## src/rtl/decoder_pkg.sv

```systemverilog
// Shared types for the registered one-hot decoder: FSM state encoding and default code width.
// Pure declarations; no timing or flow-control behaviour of its own.
package decoder_pkg;

  localparam int IN_W_DEF = 4;

  typedef enum logic [1:0] {
    IDLE  = 2'd0,
    FULL  = 2'd1,
    SWEEP = 2'd2
  } state_t;

endpackage

```

## src/rtl/onehot_decoder_reg_if.sv

```systemverilog
// Handshake bundle between a code producer and the registered one-hot decoder.
// slave = decoder side, master = producer/consumer side driving inputs and ready.
interface onehot_decoder_reg_if
  import decoder_pkg::*;
#(
  parameter int IN_W = IN_W_DEF
);

  localparam int OUT_W = 2 ** IN_W;

  logic             enable;
  logic [IN_W-1:0]  binary_in;
  logic             in_valid;
  logic             in_ready;
  logic             sweep_start;
  logic             sweep_busy;
  logic [OUT_W-1:0] decoder_out;
  logic             out_valid;
  logic             out_ready;

  modport slave (
    input  enable, binary_in, in_valid, sweep_start, out_ready,
    output in_ready, sweep_busy, decoder_out, out_valid
  );

  modport master (
    output enable, binary_in, in_valid, sweep_start, out_ready,
    input  in_ready, sweep_busy, decoder_out, out_valid
  );

endinterface

```

## src/rtl/onehot_decoder_comb.sv

```systemverilog
// Combinational binary-to-one-hot decode with an enable gate (all-zero when disabled).
// Zero latency; no flow control.
module onehot_decoder_comb #(
  parameter int IN_W = 4
) (
  input  logic [IN_W-1:0]      i_code,
  input  logic                 i_en,
  output logic [2**IN_W-1:0]   o_onehot
);

  always_comb begin
    o_onehot = '0;
    if (i_en) begin
      o_onehot[i_code] = 1'b1;
    end
  end

endmodule

```

## src/rtl/onehot_decoder_reg.sv

```systemverilog
// Registered one-hot decoder with a single-slot output and an ordered 0..OUT_W-1 sweep mode.
// Latency 1; in_ready tracks a free or draining slot, sweep pauses on enable low or out_ready low.
module onehot_decoder_reg
  import decoder_pkg::*;
#(
  parameter int IN_W = IN_W_DEF
) (
  input  logic                 clk,
  input  logic                 rst_n,
  onehot_decoder_reg_if.slave  bus
);

  localparam int OUT_W = 2 ** IN_W;
  localparam logic [IN_W-1:0] LAST_IDX = '1;

  state_t           r_state;
  logic [IN_W-1:0]  r_idx;
  logic [OUT_W-1:0] r_out;
  logic             r_vld;

  logic             w_in_ready;
  logic             w_in_acc;
  logic             w_sweep_go;
  logic             w_sweep_hs;
  logic [IN_W-1:0]  w_idx_nxt;
  logic [IN_W-1:0]  w_code;
  logic             w_code_en;
  logic [OUT_W-1:0] w_onehot;

  always_comb begin
    w_in_ready = rst_n && (((r_state == IDLE) && !bus.sweep_start) ||
                           ((r_state == FULL) && bus.out_ready));
    w_in_acc   = bus.in_valid && w_in_ready;
    w_sweep_go = rst_n && (r_state == IDLE) && bus.sweep_start;
    // r_vld is always set while sweeping, so the visible handshake reduces to enable & out_ready
    w_sweep_hs = (r_state == SWEEP) && bus.enable && bus.out_ready;
    w_idx_nxt  = r_idx + IN_W'(1);
  end

  // One decoder serves both paths: sweep feeds the upcoming index, otherwise the input code
  always_comb begin
    w_code    = bus.binary_in;
    w_code_en = bus.enable;
    if (r_state == SWEEP) begin
      w_code    = w_idx_nxt;
      w_code_en = 1'b1;
    end else if (w_sweep_go) begin
      w_code    = '0;
      w_code_en = 1'b1;
    end
  end

  onehot_decoder_comb #(
    .IN_W (IN_W)
  ) u_dec (
    .i_code   (w_code),
    .i_en     (w_code_en),
    .o_onehot (w_onehot)
  );

  always_ff @(posedge clk) begin
    if (!rst_n) begin
      r_state <= IDLE;
      r_idx   <= '0;
      r_out   <= '0;
      r_vld   <= 1'b0;
    end else begin
      case (r_state)
        IDLE: begin
          if (w_sweep_go) begin
            r_state <= SWEEP;
            r_idx   <= '0;
            r_out   <= w_onehot;
            r_vld   <= 1'b1;
          end else if (w_in_acc) begin
            r_state <= FULL;
            r_out   <= w_onehot;
            r_vld   <= 1'b1;
          end
        end
        FULL: begin
          if (bus.out_ready) begin
            if (w_in_acc) begin
              r_out <= w_onehot;
            end else begin
              r_state <= IDLE;
              r_out   <= '0;
              r_vld   <= 1'b0;
            end
          end
        end
        SWEEP: begin
          if (w_sweep_hs) begin
            if (r_idx == LAST_IDX) begin
              r_state <= IDLE;
              r_idx   <= '0;
              r_out   <= '0;
              r_vld   <= 1'b0;
            end else begin
              r_idx <= w_idx_nxt;
              r_out <= w_onehot;
            end
          end
        end
        default: begin
          r_state <= IDLE;
          r_idx   <= '0;
          r_out   <= '0;
          r_vld   <= 1'b0;
        end
      endcase
    end
  end

  assign bus.in_ready    = w_in_ready;
  assign bus.decoder_out = r_out;
  assign bus.out_valid   = r_vld && ((r_state != SWEEP) || bus.enable);
  assign bus.sweep_busy  = (r_state == SWEEP);

endmodule

```

## src/flat_wrapper.sv

```systemverilog
// flat-port wrapper written by rule: the top's interface ports become plain ports
module onehot_decoder_reg_flat import decoder_pkg::*;
#(
  parameter int IN_W = IN_W_DEF
)
  (clk, rst_n, bus_enable, bus_binary_in, bus_in_valid, bus_sweep_start, bus_out_ready, bus_in_ready, bus_sweep_busy, bus_decoder_out, bus_out_valid);
  onehot_decoder_reg_if #(.IN_W(IN_W)) bus_i ();
  input  logic clk;
  input  logic rst_n;
  input wire logic [$bits(bus_i.enable)-1:0] bus_enable;
  input wire logic [$bits(bus_i.binary_in)-1:0] bus_binary_in;
  input wire logic [$bits(bus_i.in_valid)-1:0] bus_in_valid;
  input wire logic [$bits(bus_i.sweep_start)-1:0] bus_sweep_start;
  input wire logic [$bits(bus_i.out_ready)-1:0] bus_out_ready;
  output wire logic [$bits(bus_i.in_ready)-1:0] bus_in_ready;
  output wire logic [$bits(bus_i.sweep_busy)-1:0] bus_sweep_busy;
  output wire logic [$bits(bus_i.decoder_out)-1:0] bus_decoder_out;
  output wire logic [$bits(bus_i.out_valid)-1:0] bus_out_valid;
  assign bus_i.enable = bus_enable;
  assign bus_i.binary_in = bus_binary_in;
  assign bus_i.in_valid = bus_in_valid;
  assign bus_i.sweep_start = bus_sweep_start;
  assign bus_i.out_ready = bus_out_ready;
  assign bus_in_ready = bus_i.in_ready;
  assign bus_sweep_busy = bus_i.sweep_busy;
  assign bus_decoder_out = bus_i.decoder_out;
  assign bus_out_valid = bus_i.out_valid;
  onehot_decoder_reg #(.IN_W(IN_W)) u_core (.clk(clk), .rst_n(rst_n), .bus(bus_i));
endmodule
```

## config.mk

```make
export PLATFORM = sky130hd
export DESIGN_NAME = onehot_decoder_reg_flat
export DESIGN_NICKNAME = d
export VERILOG_FILES = /design/src/rtl/decoder_pkg.sv /design/src/rtl/onehot_decoder_reg_if.sv /design/src/rtl/onehot_decoder_comb.sv /design/src/rtl/onehot_decoder_reg.sv /design/src/flat_wrapper.sv
export SDC_FILE = /design/constraint.sdc
export NUM_CORES = 1
export LEC_CHECK = 0
export BUFFER_PORTS_ARGS = -buffer_cell sky130_fd_sc_hd__buf_2
export CAP_MARGIN = 20
export CORE_AREA = 2 2 65 42
export CTS_CLUSTER_SIZE = 16
export DETAILED_ROUTE_END_ITERATION = 8
export DIE_AREA = 0 0 67 44
export GPL_ROUTABILITY_DRIVEN = 0
export PLACE_DENSITY = 0.84
export SLEW_MARGIN = 20
export SYNTH_ARGS = -nofsm -noshare
export SYNTH_HDL_FRONTEND = slang
export SYNTH_SLANG_ARGS = --single-unit
```

## constraint.sdc

```tcl
create_clock -name clk -period 2 [get_ports clk]
set_input_delay 0.1 -clock clk [delete_from_list [all_inputs] [get_ports clk]]
set_output_delay 0.1 -clock clk [all_outputs]
set_load 0.05 [all_outputs]
```

After elaboration in Yosys (flattened, before gate mapping)
Index checks and enable logic that the tools add are counted.

operators by class
  equality and inequality tests = 10
  reduce and logical (&&, ||, !) cells = 17
  bitwise logic cells = 1
  mux-type cells = 32
  add/subtract/negate cells = 1
  magnitude comparators = 2

operator list
  cell                                                         number
  two-way mux 16 bit                                           7
  case mux 16 bit (3 select lines)                             1
  two-way mux 4 bit                                            5
  two-way mux 2 bit                                            6
  case mux 4 bit (3 select lines)                              1
  logical AND 1 bit                                            10
  two-way mux 1 bit                                            9
  inequality test 2 x 1 -> 1 bit (second input constant)       3
  inequality test 2 bit (second input constant)                3
  case mux 2 bit (3 select lines)                              1
  AND reduction 3 bit                                          2
  less-than comparator 4 x 5 -> 1 bit (second input constant)  1
  AND reduction 5 bit                                          1
  adder 4 x 1 -> 4 bit (second input constant)                 1
  demux 1 bit (select 4 bit)                                   1
  equality test 4 bit (second input constant)                  1
  >= comparator 4 x 1 -> 1 bit (second input constant)         1
  inequality test 3 x 1 -> 1 bit (second input constant)       1
  case mux 1 bit (3 select lines)                              1
  equality test 2 x 1 -> 1 bit (second input constant)         1
  equality test 2 bit (second input constant)                  1
  zero test 2 bit                                              1
  logical OR 1 bit                                             2
  zero test 1 bit                                              1
  NOT 1 bit                                                    1

word-level totals
  output and inout bits = 19
  register bits = 23
  bits of input ports = 10

Depth between registers and ports, before layout
  depth after elaboration = 13
  depth in mapped cells = 8
  mapped depth without buffers = 6

Hierarchy
A second synthesis with hierarchy kept.

unflattened totals
  cells, all modules = 127
  area total of the unflattened synthesis = 1,144.8 µm²

modules (own cells, without submodules)
  module               area an instance (µm²)  cells each  times used
  onehot_decoder_reg   1,027.2                 104         1
  onehot_decoder_comb  117.6                   23          1

Least setup slack after synthesis
No wires, ideal clock.

  path kind = reg2out
  from = reg u_core.r_state[0]
  to = out bus_out_valid
  cell stages (with the launch flop) = 5
  data required time = 1.900 ns
  slack = -0.182 ns
  buffers on the path = 1
  data arrival time = 2.082 ns
  cells stage by stage = dfxtp_1 > buf_4 > nand2b_1 > inv_1 > a21boi_0

on the way
  cells in the longest elaborated chain, start to end = 3

ends and longest elaborated chain
  element                 line                       source
  start, declared         onehot_decoder_reg.sv:16   state_t r_state;
  start signal, assigned  onehot_decoder_reg.sv:63   r_state <= IDLE;
  start signal, assigned  onehot_decoder_reg.sv:71   r_state <= SWEEP;
  start signal, assigned  onehot_decoder_reg.sv:76   r_state <= FULL;
  inequality test 2 bit   onehot_decoder_reg.sv:117  assign bus.out_valid = r_vld && ((r_state != SWEEP) || bus.enable);
  logical OR 1 bit        onehot_decoder_reg.sv:117
  logical AND 1 bit       onehot_decoder_reg.sv:117
  end, declared           flat_wrapper.sv:18         output wire logic [$bits(bus_i.out_valid)-1:0] bus_out_valid;

No other way between the ends.

Worst setup path after layout
  from = reg u_core.r_idx[0]
  to = reg u_core.r_out[6], in the netlist u_core.bus.decoder_out[6]

on the way
  cells in the longest elaborated chain, start to end = 10
  elaborated cells on any way between the ends = 16

ends and longest elaborated chain
  element                                                                                                           line                                                                          source
  start, declared                                                                                                   onehot_decoder_reg.sv:17                                                      logic [IN_W-1:0] r_idx;
  start signal, assigned                                                                                            onehot_decoder_reg.sv:100                                                     r_idx <= w_idx_nxt;
  adder 4 x 1 -> 4 bit                                                                                              onehot_decoder_reg.sv:37                                                      w_idx_nxt = r_idx + IN_W'(1);
  two-way mux 4 bit                                                                                                 onehot_decoder_reg.sv:44                                                      if (r_state == SWEEP) begin
  less-than comparator 4 x 5 -> 1 bit (implied by the code) / >= comparator 4 x 1 -> 1 bit (equally long branches)  onehot_decoder_comb.sv:14                                                     o_onehot[i_code] = 1'b1;
  logical AND 1 bit (implied by the code)                                                                           onehot_decoder_comb.sv:14
  two-way mux 1 bit (implied by the code)                                                                           onehot_decoder_comb.sv:14
  demux 1 bit (select 4 bit)                                                                                        onehot_decoder_comb.sv:14
  two-way mux 16 bit                                                                                                onehot_decoder_comb.sv:13                                                     if (i_en) begin
  two-way mux 16 bit (on tied branches)                                                                             onehot_decoder_reg.sv:94, onehot_decoder_reg.sv:75, onehot_decoder_reg.sv:83
  two-way mux 16 bit (on tied branches)                                                                             onehot_decoder_reg.sv:93, onehot_decoder_reg.sv:70, onehot_decoder_reg.sv:82
  case mux 16 bit (3 select lines) *                                                                                onehot_decoder_reg.sv:68                                                      case (r_state)
  end signal, assigned                                                                                              onehot_decoder_reg.sv:73                                                      r_out <= w_onehot;
  end signal, assigned                                                                                              onehot_decoder_reg.sv:77                                                      r_out <= w_onehot;
  end signal, assigned                                                                                              onehot_decoder_reg.sv:101                                                     r_out <= w_onehot;
  end, declared                                                                                                     onehot_decoder_reg.sv:18                                                      logic [OUT_W-1:0] r_out;

Every way passes the cells marked *; elsewhere a longest branch is shown, timed or not. The select of a mux whose other input is x is not followed.
A chain may end at the register's enable or synchronous reset.

==> qor.txt <==
Status: completed
Total routed wirelength: 2.764 mm
Dpl hpwl: 2.120 mm
Setup TNS: 0 ns
Clk_skew: 0.002243 ns
Top cells by count, synth: nand2_1 (29), dfxtp_1 (23), o21ai_0 (19), a21oi_1 (6)
Initial antenna violation count: 0
Final Setup Violations: 0
Worst-path cell chain: ha_1 -> xnor2_1 -> nor2_1 -> a21oi_1 -> or3b_4 -> o32ai_1
Least-Margin Pin Slew: 0.4261 ns
Vias per inst: 5.596
H-tree levels: 1
EDFF count, synth: 0
RSZ-0062 raised after global routing: no
Worst-path clk slew: 0.08 ns
Net Count, Synth: 153
Area occupied by multi-input gates: 636.9 sq um
Seq pwr share: 46.4%
Root cell of the clock tree: clkbuf_8
Combinational fraction of design power: 26.4%
PD cells: 771.5 nW/um^2
Final min period: 1.826 ns
Yosys top cell area share: 39.74%
Sequential-to-total area share from yosys stat: 39.74%
Clock power share: 27.2%
Pint: 705.4 uW
Crit. End Element: register
DRC viols: 0
Die area: 2948 sq um
Post-Syn Area per Cell: 8.159 sq um
Num CTS Buffers: 3
Via count: 1136
Pins over their slew limit: 0
GRT Total Usage: 20.11%
Slew headroom: 71.59%
Delay-heaviest family, CP: simple AND/OR/NAND/NOR gates
Final hold viol count: 0
Area Overhead vs Synth: 18.47%
Nets@finish: 183
Vias in the first global route: 967
Leak pwr: 0.0005830 uW
Die width: 67 microns
Layout cells sized above 1: 23.39%
Netlist cell types: 39
Avg WL per Cell: 13.62 microns
Clock Sinks: 23
Yosys reg bits: 23
Register area: 460.4 sq um
Antenna viol nets, final: 0
Most area-consuming cells after synthesis: dfxtp_1 (40%), nand2_1 (9.4%), o21ai_0 (8.2%), o32ai_1 (3.8%), mux2i_1 (3.5%)
Most common cell in the netlist: nand2_1
DRT Pass-1 Iters: 4
Worst Path Buf+Inv: 0
Rows: 14
I/O pins: 29
FILL cells: 229
Crit path DAT: 2.00 ns
Antenna cells: 0
Iter 0 DRT Violations: 41
Main synth FF type: dfxtp_1
Synth area leader: dfxtp_1
Period utilisation layout: 91.30%
Initial Utilization: 48.63%
Core area: 2382 sq um
Slowest-stage cell, CP: or3b_4
Worst EP required: 2.18 ns
Asr flop ratio synth: 0%
GRT overflow: 0
Crit-path max cell delay: 0.41 ns
CP Class: reg -> reg
Vert. Die Dim: 44 microns
First-pass GRT wire length: 4.381 mm
Yosys warning count: 0
Top fanout value on the critical path: 5
CTS Buffer Depth: 2
Worst-Skew Late Latency: 0.27 ns
Pin count of the biggest net entering global routing: 15
# Max-Cap Violations: 0
Net switching power of the design: 353.6 uW
VDD IR-drop max: 0.4816 mV
Hold WS: 0.1463 ns
Post-Syn Area: 1159 sq um
CTS tree: built
PortBufs: 28
HP Class: in -> reg
Switching portion of total power: 33.39%
Hold_buf cts: 0
Post-CTS Setup Bufs: 0
Achievable Freq: 0.5477 GHz
Nature of the critical path startpoint: register
PostCTS Resize Cnt: 0
Mapped Cells: 142
layout make-up:
| type | count | share of cell area [%] |
|---|---|---|
| clock buffer | 3 | 3.008 |
| clock inverter | 1 | 0.3646 |
| inverter | 5 | 1.367 |
| multi-input combinational | 107 | 46.40 |
| sequential | 23 | 33.55 |
| tap | 32 | 2.917 |
| timing repair buffer | 32 | 12.40 |
tightest hold or removal path: cells and delay by family:
| kind | cells | cell delay (ns) |
|---|---|---|
| buffers and inverters | 1 | 0.14 |
| AO/OA/AOI/OAI | 2 | 0.14 |
per-layer routing:
| metal | wire, microns | part of all wire (%) | up-vias | track usage, % |
|---|---|---|---|---|
| met2 | 1253 | 45 | 30 | 31.49 |
| met4 | 45 | 1.6 | 0 | 6.122 |
| met5 | 0 | 0 | - | 0 |
| met3 | 153 | 5.5 | 7 | 6.494 |
| li1 | - | - | 566 | - |
| met1 | 1312 | 47 | 533 | 26.60 |
power groups by stage:
stage / clock network, uW / registers, uW / logic, uW
2_1_floorplan: 0 / 528 / 186
3_3_place_gp: 0 / 501 / 269
3_5_place_dp: 0 / 502 / 276
4_1_cts: 291 / 491 / 277
5_1_grt: 309 / 494 / 302
6_report: 288 / 492 / 280
logic make-up (layout without fill, tap and decap cells):
| logic type | count (synthesis) | count (layout) | share of synthesized area, % |
|---|---|---|---|
| XOR/XNOR | 2 | 2 | 1.512 |
| AND/OR/NAND/NOR | 57 | 57 | 25.49 |
| buffers and inverters | 12 | 41 | 5.292 |
| multiplexers | 4 | 4 | 3.456 |
| adder cells (fa/ha/maj) | 1 | 1 | 1.080 |
| flip-flops | 23 | 23 | 39.74 |
| AO/OA/AOI/OAI | 43 | 43 | 23.43 |
state kept, by name, indices dropped and copies added, names as in the netlist:
name	cells
u_core.r_idx	4
u_core.r_vld	1
u_core.r_state	2
u_core.bus.decoder_out	16
path summary, 6_finish.rpt:
path / slack [ns] / to / start / cells past startpoint
hold reg to reg: 0.45 / u_core.bus.decoder_out[13] / u_core.bus.decoder_out[13] / 2
setup reg to reg: 0.17 / u_core.bus.decoder_out[6] / u_core.r_idx[0] / 6
setup / recovery: 0.17 / u_core.bus.decoder_out[6] / u_core.r_idx[0] / 6
hold / removal: 0.15 / u_core.r_state[1] / rst_n / 3
per-stage QoR:
| stage | area [sq um] | instances | util, % | setup slack (ns) | power, uW |
|---|---|---|---|---|---|
| 2_1_floorplan | 1159 | 142 | - | 0.1899 | 714.0 |
| 3_3_place_gp | 1326 | 199 | 55.67 | 0.2884 | 770.0 |
| 3_5_place_dp | 1326 | 199 | 55.67 | 0.2081 | 777.8 |
| 4_1_cts | 1373 | 203 | 57.62 | 0.1865 | 1059 |
| 5_1_grt | 1373 | 203 | 57.62 | 0.01262 | 1106 |
| 6_report | 1373 | 203 | 57.62 | 0.1741 | 1059 |
layout by cell type (no fill, tap or decap), types with 2 or more instances in the layout:
master     n
nand2_1   29
buf_2     28
dfxtp_1   23
o21ai_0   19
a21oi_1    6
inv_1      5
o32ai_1    5
mux2i_1    4
and2_1     4
buf_4      4
and3_1     3
nor2_1     3
nand3_1    3
nor2b_1    3
clkbuf_8   3
nand3b_1   2
o22ai_1    2
xnor2_1    2
nand4b_1   2
Power figures use the tool's default switching activity.
